--- src/rtl/rom_display_scanner.sv ---
// ============================================================================
// rom_display_scanner : time-multiplexed multi-digit 7-segment driver with
//                       tear-free (frame-boundary) word commits.
// Optional: ROM_DISPLAY_LZ_BLANK_EN enables leading-zero suppression.
// Revision: 1.0
// ============================================================================
`default_nettype none

module rom_display_scanner #(
    parameter int NUM_DIGITS = 4,
    parameter int SCAN_DIV   = 50000,
    parameter int CNT_W      = 16
) (
    input  logic                    Clk,
    input  logic                    Reset,
    input  logic                    Enable_Display,
    input  logic                    Load,
    input  logic [4*NUM_DIGITS-1:0] Data_In,
    output logic [6:0]              Data_Out,
    output logic [NUM_DIGITS-1:0]   Digit_Sel,
    output logic                    Frame_Done,
    output logic                    Pending
);

    localparam int               IDX_W    = (NUM_DIGITS > 1) ? $clog2(NUM_DIGITS) : 1;
    localparam int               WORD_W   = 4 * NUM_DIGITS;
    localparam logic [CNT_W-1:0] CNT_LAST = CNT_W'(SCAN_DIV - 1);
    localparam logic [IDX_W-1:0] IDX_LAST = IDX_W'(NUM_DIGITS - 1);
    localparam logic [6:0]       SEG_OFF  = 7'b1111111;

    logic [CNT_W-1:0]      cnt_q, cnt_d;
    logic [IDX_W-1:0]      idx_q, idx_d;
    logic [WORD_W-1:0]     active_q, active_d;
    logic [WORD_W-1:0]     pend_word_q, pend_word_d;
    logic                  pending_q, pending_d;
    logic                  frame_done_q, frame_done_d;
    logic [6:0]            data_out_q, data_out_d;
    logic [NUM_DIGITS-1:0] digit_sel_q, digit_sel_d;

    logic       w_wrap;
    logic       w_boundary;
    logic [3:0] w_nibble;
    logic       w_lz_blank;

    function automatic logic [6:0] glyph(input logic [3:0] n);
        case (n)
            4'h0:    glyph = 7'b1000000;
            4'h1:    glyph = 7'b1111001;
            4'h2:    glyph = 7'b0100100;
            4'h3:    glyph = 7'b0110000;
            4'h4:    glyph = 7'b0011001;
            4'h5:    glyph = 7'b0010010;
            4'h6:    glyph = 7'b0000010;
            4'h7:    glyph = 7'b1111000;
            4'h8:    glyph = 7'b0000000;
            4'h9:    glyph = 7'b0011000;
            4'hA:    glyph = 7'b0001000;
            4'hB:    glyph = 7'b0000011;
            4'hC:    glyph = 7'b1000110;
            4'hD:    glyph = 7'b0100001;
            4'hE:    glyph = 7'b0000110;
            default: glyph = 7'b1111111;
        endcase
    endfunction

    assign w_wrap     = (cnt_q == CNT_LAST);
    assign w_boundary = w_wrap && (idx_q == IDX_LAST);
    assign w_nibble   = active_q[{idx_q, 2'b00} +: 4];

`ifdef ROM_DISPLAY_LZ_BLANK_EN
    // Walk down from the top digit; a zero is blank only while everything above it is 0 or 0xF.
    always_comb begin : lz_scan
        logic       hi_clear;
        logic [3:0] nib;
        hi_clear   = 1'b1;
        nib        = 4'h0;
        w_lz_blank = 1'b0;
        for (int i = NUM_DIGITS - 1; i >= 1; i--) begin
            nib = active_q[4*i +: 4];
            if (idx_q == IDX_W'(i)) begin
                w_lz_blank = hi_clear && (nib == 4'h0);
            end
            hi_clear = hi_clear && ((nib == 4'h0) || (nib == 4'hF));
        end
    end
`else
    assign w_lz_blank = 1'b0;
`endif

    always_comb begin
        cnt_d        = w_wrap ? '0 : cnt_q + 1'b1;
        idx_d        = idx_q;
        active_d     = active_q;
        pend_word_d  = pend_word_q;
        pending_d    = pending_q;
        frame_done_d = 1'b0;

        if (w_wrap) begin
            idx_d = (idx_q == IDX_LAST) ? '0 : idx_q + 1'b1;
        end

        // A Load on the boundary cycle bypasses the pending buffer entirely.
        if (w_boundary) begin
            if (Load) begin
                active_d = Data_In;
            end else if (pending_q) begin
                active_d = pend_word_q;
            end
            pending_d    = 1'b0;
            frame_done_d = Load || pending_q;
        end else if (Load) begin
            pend_word_d = Data_In;
            pending_d   = 1'b1;
        end

        // First cycle of each dwell is blanked to hide segment ghosting on digit change.
        data_out_d = SEG_OFF;
        if (Enable_Display && (cnt_q != '0) && !w_lz_blank) begin
            data_out_d = glyph(w_nibble);
        end

        for (int i = 0; i < NUM_DIGITS; i++) begin
            digit_sel_d[i] = !(Enable_Display && (idx_q == IDX_W'(i)));
        end
    end

    always_ff @(posedge Clk or posedge Reset) begin
        if (Reset) begin
            cnt_q        <= '0;
            idx_q        <= '0;
            active_q     <= '1;
            pend_word_q  <= '1;
            pending_q    <= 1'b0;
            frame_done_q <= 1'b0;
            data_out_q   <= SEG_OFF;
            digit_sel_q  <= '1;
        end else begin
            cnt_q        <= cnt_d;
            idx_q        <= idx_d;
            active_q     <= active_d;
            pend_word_q  <= pend_word_d;
            pending_q    <= pending_d;
            frame_done_q <= frame_done_d;
            data_out_q   <= data_out_d;
            digit_sel_q  <= digit_sel_d;
        end
    end

    assign Data_Out   = data_out_q;
    assign Digit_Sel  = digit_sel_q;
    assign Frame_Done = frame_done_q;
    assign Pending    = pending_q;

endmodule

`default_nettype wire
--- config.mk ---
export PLATFORM = sky130hd
export DESIGN_NAME = rom_display_scanner
export DESIGN_NICKNAME = d
export VERILOG_FILES = /design/src/rtl/rom_display_scanner.sv
export SDC_FILE = /design/constraint.sdc
export NUM_CORES = 1
export LEC_CHECK = 0
export ABC_AREA = 1
export CAP_MARGIN = 5
export CORE_ASPECT_RATIO = 1.5
export CORE_MARGIN = 5
export CORE_UTILIZATION = 52
export CTS_CLUSTER_DIAMETER = 50
export DETAILED_ROUTE_END_ITERATION = 6
export GPL_TIMING_DRIVEN = 0
export PLACE_DENSITY = 0.84
export SLEW_MARGIN = 20
export SYNTH_ARGS = -nofsm -noshare
export SYNTH_HDL_FRONTEND = slang
export SYNTH_SLANG_ARGS = --single-unit
--- constraint.sdc ---
create_clock -name Clk -period 1.7 [get_ports Clk]
set_clock_uncertainty 0.1 [all_clocks]
set_input_delay 0.17 -clock Clk [delete_from_list [all_inputs] [get_ports Clk]]
set_output_delay 0.17 -clock Clk [all_outputs]
set_load 0.03 [all_outputs]
After elaboration in Yosys (flattened, before gate mapping)
Memories as Yosys holds them, arrays and structs flattened.
Cells that the tools add are included.
Operators by class
  add/subtract/negate cells: 2
  multipliers: 0
  divide/modulo/power cells: 0
  $lt $le $gt $ge: 0
  equal/unequal tests: 4
  shifts and indexed selects: 1
  multiplexer cells: 8
  bitwise gates (word level): 1
  reduce and logical (&&, ||, !) cells: 17
Operator list (number)
  16-bit 2-to-1 mux: 3
  16-bit by 1-bit adder with 16-bit output, second input constant: 1
  16-bit equality test, second input constant: 1
  16-bit nonzero test: 1
  16-bit by 5-bit indexed part select with 4-bit output: 1
  7-bit 2-to-1 mux: 1
  1-bit logical AND: 6
  2-bit equality test, second input constant: 2
  1-bit zero test: 4
  2-bit AND reduction: 2
  2-bit nonzero test: 2
  1-bit 2-to-1 mux: 3
  2-bit by 1-bit adder with 2-bit output, second input constant: 1
  2-bit by 1-bit equality test with 1-bit output, second input constant: 1
  2-bit zero test: 1
  2-bit 2-to-1 mux: 1
  1-bit logical OR: 1
  1-bit NOT: 1
Storage, ports and cells
  bits in registers: 63
  latch bits: 0
  RAM bits: 0
  bits in read-only memories: 112
  input port bits: 20
  output and inout port bits: 13
  logic and storage cells: 42
  memories kept: 1
Memories
  (no name shown): words 16, width 7, rd ports 1, clocked after memory_dff 0, write ports 0, line 46  | case (n)

Depth between registers and ports, before layout
Gate-level depths: netlist of the first run.
  depth in word-level cells: 4
  mapped depth: 12
  depth with buffers taken out: 10

Worst setup path after synthesis of the first run
Ideal clock, no wire load.
  kind: register to register
  start point: reg idx_q[0]
  end point: reg data_out_q[6] (netlist: Data_Out[6])
  setup time: 0.063 ns
  arrival time: 1.552 ns
  data required time: 1.537 ns
  setup slack: -0.015 ns
  cell stages (with the launch flop): 11
  buffers on the path: 2
  clock period less this slack: 1.715 ns
  path through: dfrtp_1 > buf_4 > inv_2 > buf_6 > nand2_1 > nand3_1 > nand2_1 > ha_1 > o21ai_0 > nand2_1 > nand2_1
Between the ends
  cells in the longest elaborated chain, start to end: 3
Ends and longest elaborated chain
  from (decl): line 32  | logic [IDX_W-1:0] idx_q, idx_d;
  from (signal assigned): line 139  | idx_q <= idx_d;
  16-bit by 5-bit indexed part select with 4-bit output: line 68  | assign w_nibble = active_q[{idx_q, 2'b00} +: 4];
  memory 16 x 7 bit
  7-bit 2-to-1 mux: line 118  | if (Enable_Display && (cnt_q != '0) && !w_lz_blank) begin
  via data_out_d[6]: line 37  | logic [6:0] data_out_q, data_out_d;
  to (signal assigned): line 144  | data_out_q <= data_out_d;
  to (decl): line 37
The timed path passes the listed nets, and every way through them passes these cells.
A chain may end at the register's enable or synchronous reset.

Final worst setup path of the first run
  start point: reg idx_q[0]
  end point: reg data_out_q[3] (netlist: Data_Out[3])
The elaborated chain is that of the path after synthesis.

==> out/results.tsv, run 1 <==
stage	metric	value	unit
global_routing	grt-ovfl-total	0	
sta	slew_viol_final	0	
global_routing	grt_util_all_layers	19.66	%
worst_hold_path	min_path_cells	4	
placed_design	port_buffers	31	
routing	drc	0	
cts	clkSinkCount	63	
power	power_density	694.2	mW/mm²
finish	syn_to_final_growth	33.88	%
finish	post-route-util	71.88	%
placed_design	hpwl	5.654	mm
critical_path	crit_buf_inv	5	
routing	viasPerCell	5.434	
die	start_util	53.69	%
sta	finalCriticalPeriod	1.747	ns
sta	finalWorstSetupSlack	-0.04674	ns
worst_hold_path	hp-start	Load	
yosys	yosys_warnings	0	
critical_path	cp_top_family	buffers and inverters	
cts	cts_made_buffers	9	
routing	drt-pass1-iter-count	7	
die	core.rowCount	36	
power	p_leak	2.289	nW
cts	path_clk_slew	0.07	ns
flow_run	maxCapViolCount	0	
critical_path	path_cells	buf_6, inv_4, buf_8, nand2_4, nand3_4, nand2_4, buf_6, ha_4, inv_2, nand2_2, nand2_1, nand2_1, nand3_1	
die	core_area	0.006576	mm²
global_routing	grt_pass1_wl	13.66	mm
die	die_w	77.28	µm
sta	finalCritPeriodShare	102.7	%
sta	fin_setup_tns	-0.3392	ns
finish	layout.nets	555	
critical_path	path_class	flip-flop to flip-flop	
worst_hold_path	hold-path-endpoint	pend_word_q[10]	
cts	cts_tree	done	
critical_path	reg2reg_slack	-0.05	ns
placed_design	place.gp.congestion	0.8786	
yosys	syn-mean-instance-area	7.794	µm²
global_routing	grt_max_degree	24	
run_status	outcome	complete, but fails checks	
run_status	violations	negative setup slack	
finish	postLayoutCellArea	0.004727	mm²
finish	antenna_cells	0	
critical_path	cp.required	1.87	ns
placed_design	dp.cells	562	
yosys	synth_seq_cells	63	
routing	dr.first_iter.drc_count	220	
cts	cts_max_path_buffers	2	
finish	fin_cells	604	
sta	rsz0062_at_grt	yes	
yosys	syn_nets	484	
global_routing	grt_pass1_vias	3163	
yosys	yosysUniqueCellTypes	28	
critical_path	rr_startpoint	idx_q[0]	
routing	vias	3282	
yosys	yosysSeqAreaShare	46.17	%
critical_path	startpoint_type	flip-flop	
sta	setup_viol	16	
routing	wl	8.985	mm
critical_path	rr_worst_depth	13	
die	die_h	110.9	µm
critical_path	critPathMaxFanout	6	
critical_path	cpPeakStageDelay	0.39	ns
placed_design	place_area	0.004010	mm²
cts	clockRootBuffer	clkbuf_8	
cts	ctsHoldBuffers	0	
sta	slew-limit-headroom	65.32	%
routing	routedWlPerCell	14.88	µm
cts	h-tree-depth	3	
critical_path	arrival	1.91	ns
routing	ant_nets	0	
sta	hold_viol	0	
critical_path	reg2reg_to	Data_Out[3]	
die	pin_count	33	
yosys	syn_inst	453	
critical_path	end_kind	flip-flop	
critical_path	worst_path_max_delay_cell	dfrtp_1	
yosys	synth_area	0.003531	mm²
sta	fmax	0.5725	GHz
cts	insertion_delay	0.35	ns
global_routing	antenna_found_initial	0	
finish	drive_above_1_share	32.95	%
worst_hold_path	hold_class	input port to flip-flop	
power	ir_worst_vdd	0.0005247	V
sta	tightest_slew	0.5192	ns
die	dieArea	0.008572	mm²
registers in the layout (all words and copies together), names as in the netlist:
| name | flops |
|---|---|
| Digit_Sel | 4 |
| pend_word_q | 16 |
| idx_q | 2 |
| Pending | 1 |
| Frame_Done | 1 |
| active_q | 16 |
| Data_Out | 7 |
| cnt_q | 16 |
cell type report:
| type | count | area, µm² |
|---|---|---|
| fill | 446 | 1849 |
| clock inverter | 2 | 35.03 |
| timing repair buffer | 59 | 564.3 |
| multi-input combinational | 324 | 1883 |
| clock buffer | 13 | 190.2 |
| inverter | 51 | 197.7 |
| sequential | 63 | 1632 |
| buffer | 16 | 130.1 |
| tap | 76 | 95.09 |
where the power goes:
part	leakage [nW]	switching [W]	internal, W
combinational	1.47	0.000137	0.000105
sequential	0.707	0.0000199	0.00158
clock	0.117	0.000568	0.000875
layer usage:
layer,share of wire (%),vias to the layer above,wire length [µm],global-route usage (%)
met5,0,-,0,0
li1,-,1576,-,-
met3,5.0,33,448,5.772
met4,4.7,0,421,9.748
met1,35,1561,3167,20.25
met2,55,112,4948,35.26
metrics by stage:
step / setup WS (ns) / total power, W / hold slack, ns
final: -0.04674 / 0.003282 / 0.05950
after global routing: -0.1410 / 0.003413 / 0.07383
after CTS: -0.02236 / 0.003292 / 0.03473
after detailed placement: -0.2478 / 0.001861 / 0.3527
after global placement: -0.1910 / 0.001838 / 0.3480
after floorplan: 0.01512 / 0.001747 / 0.1093
cell usage in the layout (no fill, tap or decap), drive strengths merged:
cell	instances
nor3	6
nand4	17
nand3	56
dfstp	43
inv	50
bufinv	1
buf	39
nand3b	1
nor2	31
nor2b	1
xor2	7
dlygate4sd2	11
or2	1
clkinv	1
nand2	167
a21boi	1
clkinvlp	1
o21ai	23
clkbuf	18
dlymetal6s2s	1
dfrtp	20
a21oi	2
ha	11
clkdlybuf4s50	19
synth_stat cells:
library cell	instances	area [µm²]
a21boi_1	1	7.510
a21oi_1	2	10.01
buf_1	2	7.510
buf_2	4	20.02
buf_4	3	22.52
buf_6	3	33.78
clkbuf_1	4	15.01
dfrtp_1	20	500.5
dfstp_2	43	1130
ha_1	11	137.6
inv_1	44	165.2
inv_2	7	26.28
nand2_1	163	611.8
nand2_2	2	12.51
nand2_4	1	11.26
nand3_1	53	265.3
nand3_4	3	52.55
nand3b_1	1	7.510
nand4_1	17	106.4
nor2_1	25	93.84
nor2_2	2	12.51
nor2_4	2	22.52
nor2_8	2	40.04
nor2b_1	1	6.260
nor3_1	6	30.03
o21ai_0	23	115.1
or2_2	1	6.260
xor2_1	7	61.31
worst max path at each step:
stage                  start          end  cells after the start
global placement    idx_q[0]  Data_Out[6]                     12
global route        idx_q[0]  Data_Out[3]                     12
floorplan           idx_q[0]  Data_Out[6]                     12
CTS                 idx_q[0]  Data_Out[3]                     13
detailed placement  idx_q[0]  Data_Out[5]                     12
finish              idx_q[0]  Data_Out[3]                     13
worst register-to-register path, cell delays in order, from the launching register on:
cell and delay (ns):
dfrtp_1 0.39, buf_6 0.14, inv_4 0.06, buf_8 0.12, nand2_4 0.06, nand3_4 0.08
nand2_4 0.07, buf_6 0.12, ha_4 0.28, inv_2 0.04, nand2_2 0.05, nand2_1 0.04
nand2_1 0.05, nand3_1 0.06
timing repair:
| action | 4_1_cts | 5_1_grt |
|---|---|---|
| gates resized for setup | 29 | 75 |
| setup buffers | 16 | 9 |
| endpoints found under the setup margin | 42 | 42 |
| hold endpoints to repair | 0 | 0 |
| pin swaps | 7 | 12 |
| gates cloned | 0 | 2 |
kinds of logic (layout without fill, tap and decap cells):
logic type | count (synthesis) | in the layout | share of synthesized area [%]
compound gates | 26 | 26 | 3.756
xor+xnor | 7 | 7 | 1.736
simple gates | 279 | 280 | 36.22
fa+ha+maj | 11 | 11 | 3.898
flops | 63 | 63 | 46.17
buf+inv | 67 | 141 | 8.221
Note: power is estimated with default switching activity, not from simulation.
==> run 2, diff against run 1 <==
--- a/config.mk
+++ b/config.mk
@@ -9,11 +9,11 @@
 export CAP_MARGIN = 5
 export CORE_ASPECT_RATIO = 1.5
 export CORE_MARGIN = 5
-export CORE_UTILIZATION = 52
+export CORE_UTILIZATION = 57
 export CTS_CLUSTER_DIAMETER = 50
 export DETAILED_ROUTE_END_ITERATION = 6
 export GPL_TIMING_DRIVEN = 0
-export PLACE_DENSITY = 0.84
+export PLACE_DENSITY = 0.87
 export SLEW_MARGIN = 20
 export SYNTH_ARGS = -nofsm -noshare
 export SYNTH_HDL_FRONTEND = slang
==> constraint.sdc (replaced) <==
create_clock -name Clk -period 1.8 [get_ports Clk]
set_clock_uncertainty 0.1 [all_clocks]
set_input_delay 0.18 -clock Clk [delete_from_list [all_inputs] [get_ports Clk]]
set_output_delay 0.18 -clock Clk [all_outputs]
set_load 0.03 [all_outputs]
==> run 2 against run 1 <==
Against the previous run:
- the flow still finishes with violations (negative setup slack)
- register-to-register slack better by 0.04 ns
- final area down 4.8%
- power down 6.9%
- sequential cell count unchanged
- largest power group unchanged
==> out/results.tsv, run 2 (same netlist as run 1, synthesis figures left out) <==
stage	metric	value	unit	change
run_status	outcome	complete, but fails checks		
run_status	violations	negative setup slack		
global_routing	grt_max_degree	52		+120%
finish	fin_cells	596		-1.3%
sta	finalWorstSetupSlack	-0.002581	ns	+0.04415 ns
finish	reg.largest.list	active_q (16), cnt_q (16), pend_word_q (16)		
routing	viasPerCell	5.471		+0.69%
routing	routedWlPerCell	14.64	µm	-1.6%
global_routing	antenna_found_initial	0		unchanged
placed_design	place.gp.congestion	0.9022		+2.7%
finish	final_common_cell	nand2_1		
placed_design	port_buffers	31		unchanged
sta	fin_setup_tns	-0.003803	ns	+0.3354 ns
die	start_util	58.01	%	+4.3 points
sta	tightest_slew	0.4585	ns	-0.06062 ns
sta	finalCritPeriodShare	100.1	%	-2.6 points
critical_path	critPathMaxFanout	6		unchanged
power	ir_worst_vdd	0.0006825	V	+30%
global_routing	grt_util_all_layers	21.44	%	+1.8 points
critical_path	arrival	1.97	ns	+0.06 ns
cts	h-tree-depth	3		unchanged
sta	setup_viol	2		-14
routing	vias	3261		-0.64%
finish	syn_to_final_growth	27.43	%	
critical_path	startpoint_type	flip-flop		
routing	drt-pass1-iter-count	5		-2
placed_design	hpwl	5.368	mm	-5.0%
critical_path	cp_top_family	simple AND/OR/NAND/NOR gates		
routing	wl	8.728	mm	-2.9%
power	p_total	0.003054	W	-6.9%
routing	dr.first_iter.drc_count	312		+42%
worst_hold_path	hold_class	input port to flip-flop		
global_routing	grt-ovfl-total	0		unchanged
finish	postLayoutCellArea	0.004499	mm²	-4.8%
finish	post-route-util	73.92	%	+2.0 points
cts	cts_made_buffers	9		unchanged
cts	cts_max_path_buffers	2		unchanged
critical_path	cpPeakStageDelay	0.41	ns	+0.02 ns
critical_path	crit_buf_inv	4		-1
critical_path	path_cells	buf_6, inv_4, buf_6, nand2_1, nand3_2, nand2_4, inv_2, ha_1, nand3_1, nand3_1, nand3_1		
critical_path	cp_common_cell	nand3_1		
finish	fill_cells	425		-4.7%
global_routing	grt_pass1_wl	13.21	mm	-3.3%
flow_run	maxCapViolCount	0		unchanged
die	die_w	74.26	µm	-3.9%
die	dieArea	0.007901	mm²	-7.8%
die	core.rowCount	35		-2.8%
critical_path	path_class	flip-flop to flip-flop		
sta	slew_viol_final	0		unchanged
cts	cts_tree	done		
sta	hold_viol	0		unchanged
finish	layout_common_cells	nand2_1, nand3_1, dfstp_2		
critical_path	cp.required	1.97	ns	+0.10 ns
cts	path_clk_slew	0.06	ns	about the same
power	power_density	678.8	mW/mm²	-2.2%
routing	ant_nets	0		unchanged
die	die_h	106.4	µm	-4.1%
cts	clkSinkCount	63		unchanged
power	p_leak	2.191	nW	-4.3%
placed_design	dp.cells	559		-0.53%
global_routing	grt_pass1_vias	3049		-3.6%
sta	finalCriticalPeriod	1.803	ns	+0.05585 ns
sta	fmax	0.5548	GHz	-3.1%
critical_path	end_kind	flip-flop		
routing	drc	0		unchanged
finish	antenna_cells	0		unchanged
die	core_area	0.006087	mm²	-7.4%
critical_path	worst_path_max_delay_cell	dfrtp_1		
cts	insertion_delay	0.35	ns	about the same
sta	slew-limit-headroom	69.43	%	+4.1 points
cts	clockRootBuffer	clkbuf_8		
placed_design	place_area	0.003964	mm²	-1.2%
die	pin_count	33		unchanged
finish	drive_above_1_share	25.67	%	-7.3 points
finish	layout.nets	548		-1.3%
run 2: cell count changes in the layout (fill, tap and decap cells not counted), moves of 3 or more:
cell            change
nand2_2            -19
dlygate4sd2_1       -6
buf_6               -3
nand2_1            +26
nand2_4             -8
dlymetal6s2s_1      +4
run 2: final timing paths:
path / depth (start not counted) / slack, ns / startpoint / to
min in group asynchronous: 3 / 0.55 / Reset / cnt_q[9]
min reg2reg: 2 / 0.36 / pend_word_q[11] / pend_word_q[11]
max: 11 / -0.003 / idx_q[0] / Data_Out[4]
max in group asynchronous: 4 / 0.49 / Reset / Data_Out[6]
min: 4 / 0.08 / Load / pend_word_q[10]
max reg2reg: 11 / -0.003 / idx_q[0] / Data_Out[4]
run 2: per-layer routing:
layer,part of all wire [%],track usage [%]
met4,4.4,11.83
met1,36,23.48
met5,0,0
met3,6.0,3.879
met2,53,37.75
run 2: metrics by stage:
| step | worst slack [ns] | hold slack (ns) |
|---|---|---|
| detailed placement | -0.1771 | 0.3530 |
| CTS | 0.0002023 | 0.08676 |
| finish | -0.002581 | 0.08050 |
| global placement | -1.021 | 0.3486 |
| global route | -0.09638 | 0.1037 |
| floorplan | 0.02141 | 0.1193 |
run 2: worst reg2reg max path, stage by stage (launching register included):
cell	delay, ns
dfrtp_1	0.41
buf_6	0.15
inv_4	0.07
buf_6	0.12
nand2_1	0.06
nand3_2	0.10
nand2_4	0.10
inv_2	0.10
ha_1	0.19
nand3_1	0.13
nand3_1	0.13
nand3_1	0.08
run 2: final cells by class:
| cell class | count | area, µm² | share of cell area, % |
|---|---|---|---|
| Multi-Input combinational cell | 323 | 1744 | 38.77 |
| Sequential cell | 63 | 1632 | 36.26 |
| Clock inverter | 2 | 35.03 | 0.7786 |
| Clock buffer | 14 | 183.9 | 4.088 |
| Tap cell | 74 | 92.59 | 2.058 |
| Timing Repair Buffer | 53 | 505.5 | 11.23 |
| Inverter | 51 | 196.4 | 4.366 |
| Buffer | 16 | 110.1 | 2.447 |
run 2: repair_timing:
action	CTS	global route
hold endpoints to repair	7	0
setup endpoints to repair	20	34
gates cloned	0	1
resized for setup	14	36
buffers inserted	3	16
pin swaps	1	10
hold buffers	1	0
run 2: power breakdown:
part	total (W)	leakage, nW	switching, W	internal [W]
Combinational	0.000220	1.37	0.000127	0.0000932
Sequential	0.00151	0.707	0.0000185	0.00149
Clock	0.00133	0.112	0.000529	0.000798
Total	0.00305	2.19	0.000674	0.00238
==> run 3, diff against run 2 <==
--- a/config.mk
+++ b/config.mk
@@ -10,7 +10,6 @@
 export CORE_ASPECT_RATIO = 1.5
 export CORE_MARGIN = 5
 export CORE_UTILIZATION = 57
-export CTS_CLUSTER_DIAMETER = 50
 export DETAILED_ROUTE_END_ITERATION = 6
 export GPL_TIMING_DRIVEN = 0
 export PLACE_DENSITY = 0.87
==> results of run 3 <==
The final DEF is identical to that of run 2; final timing and power are the same.
